`src/rtl/mouse_cursor.sv`:
```
// PS/2 mouse packet consumer: synchronises dav, checks X/Y byte parity and
// accumulates signed, optionally scaled deltas into a clamped cursor position.
module mouse_cursor #(
    parameter int XMAX  = 639,
    parameter int YMAX  = 479,
    parameter int XINIT = 320,
    parameter int YINIT = 240,
    parameter int SHIFT = 0
) (
    input  logic       CLK,
    input  logic       reset,
    input  logic       dav,
    input  logic [1:0] button,
    input  logic [1:0] sign,
    input  logic [1:0] ovf,
    input  logic [2:0] parity,
    input  logic [7:0] mousexdata,
    input  logic [7:0] mouseydata,
    output logic [9:0] cursorx,
    output logic [9:0] cursory,
    output logic       lbtn,
    output logic       rbtn,
    output logic       upd,
    output logic       perr,
    output logic [7:0] pktcnt,
    output logic [7:0] errcnt
);

    typedef enum logic [2:0] {IDLE, CHECK, UPDX, UPDY, DONE} state_t;

    state_t      state, nstate;
    logic        s1, s2, s3, ev, pending;
    logic [1:0]  btn_q, sgn_q, ovf_q, par_q;
    logic [7:0]  xd_q, yd_q;
    logic [9:0]  nx;
    logic        xok, yok;
    logic signed [8:0] dx_raw, dy_raw, dx, dy;
    logic [10:0] sumx, sumy;
    logic [9:0]  clampx, clampy;
    logic        unused_par;

    assign unused_par = parity[0];
    assign ev = s2 & ~s3;

    assign xok = ^{xd_q, par_q[0]};
    assign yok = ^{yd_q, par_q[1]};

    assign dx_raw = {sgn_q[1], xd_q};
    assign dy_raw = {sgn_q[0], yd_q};
    assign dx     = ovf_q[1] ? 9'sd0 : (dx_raw >>> SHIFT);
    assign dy     = ovf_q[0] ? 9'sd0 : (dy_raw >>> SHIFT);

    // Mouse +Y points up while screen Y grows downward, hence the subtraction.
    assign sumx = {1'b0, cursorx} + {{2{dx[8]}}, dx};
    assign sumy = {1'b0, cursory} - {{2{dy[8]}}, dy};

    always_comb begin
        clampx = sumx[9:0];
        if (sumx[10])              clampx = 10'd0;
        else if (sumx > 11'(XMAX)) clampx = 10'(XMAX);
        clampy = sumy[9:0];
        if (sumy[10])              clampy = 10'd0;
        else if (sumy > 11'(YMAX)) clampy = 10'(YMAX);
    end

    always_comb begin
        nstate = state;
        case (state)
            IDLE:    if (ev || pending) nstate = CHECK;
            CHECK:   nstate = (xok && yok) ? UPDX : IDLE;
            UPDX:    nstate = UPDY;
            UPDY:    nstate = DONE;
            DONE:    nstate = IDLE;
            default: nstate = IDLE;
        endcase
    end

    always_ff @(posedge CLK or posedge reset) begin
        if (reset) begin
            state   <= IDLE;
            // Synchroniser resets high so a dav already asserted is not an edge.
            s1      <= 1'b1;
            s2      <= 1'b1;
            s3      <= 1'b1;
            pending <= 1'b0;
            btn_q   <= '0;
            sgn_q   <= '0;
            ovf_q   <= '0;
            par_q   <= '0;
            xd_q    <= '0;
            yd_q    <= '0;
            nx      <= 10'(XINIT);
            cursorx <= 10'(XINIT);
            cursory <= 10'(YINIT);
            lbtn    <= 1'b0;
            rbtn    <= 1'b0;
            upd     <= 1'b0;
            perr    <= 1'b0;
            pktcnt  <= '0;
            errcnt  <= '0;
        end else begin
            state <= nstate;
            s1    <= dav;
            s2    <= s1;
            s3    <= s2;
            upd   <= 1'b0;
            perr  <= 1'b0;

            if (state == IDLE) begin
                if (ev || pending) begin
                    btn_q   <= button;
                    sgn_q   <= sign;
                    ovf_q   <= ovf;
                    par_q   <= parity[2:1];
                    xd_q    <= mousexdata;
                    yd_q    <= mouseydata;
                    pending <= 1'b0;
                end
            end else if (ev) begin
                pending <= 1'b1;
            end

            if (state == CHECK && !(xok && yok)) begin
                perr <= 1'b1;
                if (errcnt != 8'hFF) errcnt <= errcnt + 8'd1;
            end

            if (state == UPDX) nx <= clampx;

            // Commit everything together so it appears alongside the upd pulse.
            if (state == UPDY) begin
                cursorx <= nx;
                cursory <= clampy;
                lbtn    <= btn_q[1];
                rbtn    <= btn_q[0];
                upd     <= 1'b1;
                pktcnt  <= pktcnt + 8'd1;
            end
        end
    end

endmodule
```
`config.mk`:
```
export PLATFORM = sky130hd
export DESIGN_NAME = mouse_cursor
export DESIGN_NICKNAME = d
export VERILOG_FILES = /design/src/rtl/mouse_cursor.sv
export SDC_FILE = /design/constraint.sdc
export NUM_CORES = 1
export LEC_CHECK = 0
export CAP_MARGIN = 20
export CORE_MARGIN = 2
export CORE_UTILIZATION = 32
export CTS_CLUSTER_DIAMETER = 60
export DETAILED_ROUTE_END_ITERATION = 7
export GPL_TIMING_DRIVEN = 0
export PLACE_DENSITY = 0.56
export REMOVE_ABC_BUFFERS = 1
export SKIP_LAST_GASP = 1
export SLEW_MARGIN = 20
export SYNTH_ARGS = -nofsm -noshare
export SYNTH_HDL_FRONTEND = slang
export SYNTH_SLANG_ARGS = --single-unit
```
`constraint.sdc`:
```
create_clock -name CLK -period 5.2 [get_ports CLK]
set_input_delay 1.04 -clock CLK [delete_from_list [all_inputs] [get_ports CLK]]
set_output_delay 1.04 -clock CLK [all_outputs]
set_load 0.01 [all_outputs]
```
After elaboration in Yosys (flattened, before gate mapping):

Index checks and enable logic that the tools add are counted.

* flip-flop bits (word level): 81
* output and inout bits: 40
* bits of input ports: 28

* bitwise gates (word level): 2
* $add $sub $neg: 4
* equality and inequality tests: 5
* reduce and logical (&&, ||, !) cells: 11
* order comparisons: 2
* mux-type cells: 14

Operators by type and width (count)
* 2-to-1 mux 10 bit: 4
* 2-to-1 mux 9 bit: 2
* XOR reduction 9 bit: 2
* adder 8 x 1 -> 8 bit (second input constant): 2
* case mux 3 bit (4 select lines): 1
* adder 10 x 11 -> 11 bit: 1
* > comparator 11 x 10 -> 1 bit (second input constant): 1
* > comparator 11 x 9 -> 1 bit (second input constant): 1
* subtractor 10 x 11 -> 11 bit: 1
* != test 8 bit (second input constant): 1
* == test 3 x 2 -> 1 bit (second input constant): 2
* AND reduction 2 bit: 3
* 2-to-1 mux 1 bit: 5
* == test 3 x 1 -> 1 bit (second input constant): 1
* logical NOT 3 bit: 1
* 2-to-1 mux 3 bit: 1
* logical AND 1 bit: 2
* 2-to-1 mux 2 bit: 1
* != test 2 bit (second input constant): 1
* nonzero test 2 bit: 1
* AND 1 bit: 1
* logical NOT 1 bit: 1
* logical OR 1 bit: 1
* NOT 1 bit: 1

Longest topological paths before layout:

Gate-level depths: netlist (run 1).

* word-level depth: 5
* depth in mapped cells: 11
* mapped depth without buffers: 11

Worst setup path after synthesis (run 1):

Ideal clock, no wire load.

* path kind: flip-flop to flip-flop
* start: reg ovf_q[1]
* end: reg nx[1]
* required time: 5076 ps
* arrival: 2455 ps
* path slack: 2621 ps
* path buffers: 0
* stages on the path, launching flop included: 11
* cell sequence: dfrtp_1 nand2b_1 inv_1 ha_1 a211oi_1 o21ai_1 and2_1 a221oi_2 xor2_1 nor3b_4 a211o_1

* cells in the longest elaborated chain, start to end: 5

RTL lines
* from (decl): line 33 `logic [1:0] btn_q, sgn_q, ovf_q, par_q;`
* from (signal assigned): line 113 `ovf_q <= ovf;`
* 2-to-1 mux 9 bit *: line 50 `assign dx = ovf_q[1] ? 9'sd0 : (dx_raw >>> SHIFT);`
* adder 10 x 11 -> 11 bit *: line 54 `assign sumx = {1'b0, cursorx} + {{2{dx[8]}}, dx};`
* > comparator 11 x 10 -> 1 bit: line 60 `else if (sumx > 11'(XMAX)) clampx = 10'(XMAX);`
* 2-to-1 mux 10 bit: line 60
* 2-to-1 mux 10 bit *: line 59 `if (sumx[10]) clampx = 10'd0;`
* to (signal assigned): line 92 `nx <= 10'(XINIT);`
* to (signal assigned): line 128 `if (state == UPDX) nx <= clampx;`
* to (decl): line 35 `logic [9:0] nx;`

Mark *: on every way between the ends. The rest lies on a longest branch, timed or not.
A chain may end at the register's enable or synchronous reset.

Final worst setup path (run 1):

* start: reg ovf_q[1]
* end: reg nx[5]

The elaborated chain is that of the path after synthesis.

==> impl_metrics.ini, run 1 <==
[timing]
fin_crit_sh_pct = 59.6
slew_headroom_pct = 48.6
worst_slack_ns = 2.10
tns_ns = 0
hold_viol = 0
maxSlewViolCount = 0
grt_setup_unrepaired = no
finalSetupViolCount = 0
fin_worst_skew_ns = 0.00797
fmax_mhz = 323
worstMarginPinSlew_ns = 0.771
fin_crit_ns = 3.10

[synthesis]
ys_seq_elements = 81
ys_types = 50
postSynth.topFlopCell = dfrtp_1
yosys-top-cells-area = dfrtp_1 40%, ha_1 6.9%, dfstp_2 6.7%
syn_area_um2 = 4340
yosys.area_share.simple_pct = 14.3
yosysTopAreaCellShare_pct = 40.3
yosysTopAreaCell = dfrtp_1
synth_edf_count = 0
synth.top_cells.by_count = 70 x dfrtp_1, 67 x nand2_1, 28 x xnor2_1, 25 x mux2_2, 24 x ha_1
async_flop_share_pct = 100
yosysWarnings = 0
synth_xor_area_share_pct = 8.90
synth-seq-area-share_pct = 47.0
syn-instance-count = 409
synth_most_common_cell = dfrtp_1
synth_fa_ha_area_share_pct = 7.83
synth_mux_area_share_pct = 6.71
synth_compound_area_share_pct = 12.8
syn_avg_cell_area_um2 = 10.6
synth_top_family_by_area = simple AND/OR/NAND/NOR gates

[drt]
antenna_left = 0
wirelength_mm = 9.59
vias = 3162
viasPerCell = 4.81
first_pass_iters = 4
wire_per_inst_um = 14.6
drc = 0
drt_iter0_drc = 170

[placed_design]
port_buffers = 66
place_congestion = 0.835
dp_worst_setup_slack_ns = 2.04
post-dp-hpwl_mm = 7.03

[global_routing]
grt_antenna_before_repair = 1
grt-ovfl-total = 0
grt_usage_pct = 14.6
grt_start_max_net_pins = 58
grt_pass1_vias = 3324
grt_pass1_wl_mm = 16.4

[critical_path]
rr_endpoint = nx[5]
timing.critical_path.arrival_ns = 3.38
startpoint = ovf_q[1]
critPathLaunchType = flop
crit_fanout = 10
crit_required_ns = 5.48
critPathKind = flop to flop
reg2reg_slack_ns = 2.10
worst_r2r_startpoint = ovf_q[1]
worstSetupEndpointType = flop
reg2regPathDepth = 11

[cells_and_area]
diodes = 0
final_core_util_pct = 41.9
layout-drive-gt1-share_pct = 12.9
syn2layout_area_growth_pct = 27.6
area.sequential_um2 = 2040
nFillCells = 1307
nets = 531
multi_input_area_um2 = 2200

[power_and_ir_drop]
vdd.ir_drop.worst_v = 0.000330
p_per_area_nw_per_um2 = 736
p_leak_nw = 2.53

[clocking]
cts_hold_buf = 0
tritoncts = yes
ctsResizeCount = 0
clkLatencyLatePin_ns = 0.34
cts_max_level = 3
cts_setup_buffers = 0
clk_pin_slew_ns = 0.06
cts.sinks = 81
cts_inserted_buffers = 9
clock_tree.buffer_depth = 2
root_buffer = clkbuf_16

[floorplanning]
coreArea_um2 = 13200
dieHeight_um = 121
io_pins = 68
fp.dieW_um = 121
initial_core_util_pct = 32.8
rows = 42
die_area_um2 = 14500

[run]
drv_cap = 0

[worst_hold_path]
min_path_cells = 0
min_path_type = flop to flop
holdPathEnd = s2
hold_path_startpoint = s1

[status]
run_status = finished clean
==> worst max path at each step <==
stage | endpoint | slack [ns] | cells after the start
after global routing | cursory[2] | 1.84 | 11
after floorplan | btn_q[0] | 2.10 | 1
after detailed placement | pktcnt[7] | 2.04 | 6
final | nx[5] | 2.10 | 11
after global placement | pktcnt[5] | 0.72 | 2
after CTS | pktcnt[7] | 2.04 | 6
==> cell families after synthesis <==
group           Yosys count
xor+xnor                 41
buf+inv                  26
fa+ha+maj                26
flops                    81
simple gates            131
mux                      26
compound gates           78
==> registers in the layout, indices dropped and copies added, names as in the netlist, 2 cells and up <==
name	count
sgn_q	2
errcnt	8
yd_q	8
cursorx	10
ovf_q	2
state	3
pktcnt	8
btn_q	2
cursory	10
par_q	2
nx	10
xd_q	8
==> routing by layer <==
metal | GRT usage, % | vias up | share of wire [%]
met1 | 18.8 | 1510 | 47
met4 | 6.03 | 2 | 1.7
met3 | 4.95 | 13 | 6.0
met2 | 22.4 | 65 | 45
met5 | 0 | - | 0.14
li1 | - | 1572 | -
==> cell type report <==
cell class                 count  area share, %
sequential                    81           36.8
clock buffer                  12           4.44
timing repair buffer          68           12.7
tap                          176           3.97
clock inverter                 4           1.38
multi-input combinational    302           39.7
inverter                      15           1.06
==> report_power, final <==
| part | total, mW | switching (mW) | leakage [nW] | internal [mW] |
|---|---|---|---|---|
| registers | 1.14 | 0.225 | 0.999 | 0.911 |
| clock network | 0.682 | 0.247 | 0.153 | 0.434 |
| logic | 2.26 | 1.14 | 1.38 | 1.13 |
==> critical path, stage by stage, from the launching register on <==
cell       delay [ns]
dfrtp_1          0.52
nor2b_1          0.09
ha_1             0.22
inv_1            0.07
fa_1             0.21
nor2b_1          0.07
o2111ai_1        0.38
a21oi_1          0.16
or4_4            0.56
nand2_4          0.16
nor3b_4          0.40
a221o_1          0.18
==> layout by cell type, fill, tap and decap left out, types with 9 or more instances in the layout <==
cell type         n
dfrtp_1          70
nand2_1          66
clkdlybuf4s50_1  66
xnor2_1          28
mux2_2           25
ha_1             24
nor2_1           22
a21oi_1          14
inv_1            13
a21o_1           13
nor2b_1          12
xor2_1           11
dfstp_2          11
o21ai_0          10
clkbuf_16         9
==> through the flow <==
step                hold WS, ns  instances  instance area [um^2]  power (mW)
finish                    0.356        658                  5550        4.08
global route              0.367        658                  5550        4.43
CTS                       0.358        657                  5530        4.12
detailed placement        0.349        641                  5200        3.41
global placement          0.348        640                  5170        3.35
floorplan                 0.345        398                  4290        2.75
Note: power is estimated with default switching activity, not from simulation.
==> run 2: changes to the inputs <==
==> constraint.sdc (replaced) <==
create_clock -name CLK -period 3.03 [get_ports CLK]
set_input_delay 0.606 -clock CLK [delete_from_list [all_inputs] [get_ports CLK]]
set_output_delay 0.606 -clock CLK [all_outputs]
set_load 0.01 [all_outputs]
==> impl_metrics.ini, run 2 (same netlist as run 1, synthesis figures left out) <==
[status]
run_status = finished clean

[clocking]
cts_max_level = 3
cts.sinks = 81
cts_inserted_buffers = 9
cts_hold_buf = 0
clk_pin_slew_ns = 0.06
clock_tree.buffer_depth = 2
tritoncts = yes
clkLatencyLatePin_ns = 0.34
root_buffer = clkbuf_16

[global_routing]
grt_antenna_before_repair = 1
grt-ovfl-total = 0
grt_usage_pct = 14.6
grt_pass1_vias = 3345
grt_pass1_wl_mm = 16.5
grt_start_max_net_pins = 58

[critical_path]
crit_family = simple AND/OR/NAND/NOR gates
crit_fanout = 10
cp_num_buf_inv = 2
critPathKind = flop to flop
reg2regPathDepth = 12
crit_required_ns = 3.26
worst_path_max_delay_cell = dfrtp_2
timing.critical_path.arrival_ns = 3.10
worst_r2r_startpoint = ovf_q[1]
critPathLaunchType = flop
path_cells = nor2b_1 -> ha_1 -> inv_1 -> fa_1 -> nor2b_2 -> o2111ai_2 -> nand4b_1 -> nor3b_2 -> o311a_1 -> nor3b_4 -> buf_4 -> a221o_1
cpPeakStageDelay_ns = 0.48
reg2reg_slack_ns = 0.15
rr_endpoint = nx[5]
startpoint = ovf_q[1]
worstSetupEndpointType = flop

[cells_and_area]
fin_area_um2 = 5680
final_common_cell = dfrtp_1
syn2layout_area_growth_pct = 30.7
top_regs = cursorx: 10 flops, cursory: 10 flops, nx: 10 flops
final_cell_mix = 69 x dfrtp_1, 66 x nand2_1, 66 x clkdlybuf4s50_1
instances_no_fill = 667
nFillCells = 1306
diodes = 0
nets = 540
layout-drive-gt1-share_pct = 17.1

[drt]
wire_per_inst_um = 14.8
wirelength_mm = 9.86
vias = 3223
drt_iter0_drc = 154
viasPerCell = 4.83
antenna_left = 0
first_pass_iters = 5
drc = 0

[power_and_ir_drop]
p_per_area_nw_per_um2 = 1270
power_mw = 7.22
p_leak_nw = 2.57
vdd.ir_drop.worst_v = 0.000569

[worst_hold_path]
min_path_cells = 0
hold_path_startpoint = s1
min_path_type = flop to flop
holdPathEnd = s2

[timing]
hold_viol = 0
worstMarginPinSlew_ns = 0.619
hold_ws_ns = 0.356
maxSlewViolCount = 0
fin_crit_ns = 2.88
fin_crit_sh_pct = 94.9
fin_worst_skew_ns = 0.00761
slew_headroom_pct = 58.6
finalSetupViolCount = 0
fmax_mhz = 348

[floorplanning]
coreArea_um2 = 13200
die_area_um2 = 14500
fp.dieW_um = 121
initial_core_util_pct = 32.8
io_pins = 68
dieHeight_um = 121
rows = 42

[placed_design]
place_congestion = 0.835
dp_cells = 641
post-dp-hpwl_mm = 7.03
port_buffers = 66
postPlaceCellArea_um2 = 5200

[run]
drv_cap = 0
==> run 2: cell count changes in the layout (fill, tap and decap cells not counted), moves of 2 or more <==
cell / previous run / this run
buf_4: 0 / 9
a211oi_2: 0 / 2
a211oi_1: 4 / 2
a21oi_1: 14 / 11
a21oi_2: 0 / 3
clkinvlp_4: 1 / 3
==> run 2: where the power goes <==
part	total, mW	switching [mW]	internal [mW]
registers	1.96	0.393	1.56
logic	4.08	2.05	2.04
clock network	1.17	0.428	0.746
==> run 2: timing repair <==
item | in CTS | in global routing
setup endpoints to repair | 13 | 16
buffers inserted | 2 | 7
resized for setup | 4 | 10
pin swaps | 1 | 3
hold endpoints to repair | 0 | 0
==> run 2: worst reg2reg max path, cell delays in order (launching register included) <==
cell and delay (ns):
dfrtp_2 0.48, nor2b_1 0.15, ha_1 0.22, inv_1 0.07, fa_1 0.42, nor2b_2 0.18, o2111ai_2 0.20, nand4b_1 0.15
nor3b_2 0.18, o311a_1 0.23, nor3b_4 0.06, buf_4 0.16, a221o_1 0.26
==> run 2: worst max-delay path by stage <==
stage,end,slack [ns],cells after the start
global placement,pktcnt[5],-1.01,2
global route,nx[1],-0.03,12
detailed placement,pktcnt[7],-0.13,6
CTS,nx[5],0.02,12
finish,nx[5],0.15,12
floorplan,btn_q[0],0.36,1
==> run 2: routing by layer <==
layer	track usage (%)	wire length [um]	up-vias
met5	0	11	-
met4	6.47	191	2
met3	4.95	608	17
met2	22.2	4430	73
met1	19.0	4620	1542
li1	-	-	1589
==> run 2: cell type report <==
cell class / count / area (um^2) / share of cell area [%]
clock buffer: 12 / 246 / 4.34
tap: 176 / 220 / 3.88
multi-input combinational: 302 / 2250 / 39.7
sequential: 81 / 2040 / 36.0
inverter: 15 / 66.3 / 1.17
clock inverter: 4 / 76.3 / 1.34
timing repair buffer: 77 / 771 / 13.6
==> run 2: stage by stage <==
step,TNS [ns],util (%),setup WS (ns)
floorplan,0,-,0.362
global placement,-72.84,39.1,-1.01
detailed placement,-0.578,39.3,-0.129
CTS,0,42.0,0.0224
global route,-0.132,42.9,-0.0298
finish,0,42.9,0.154
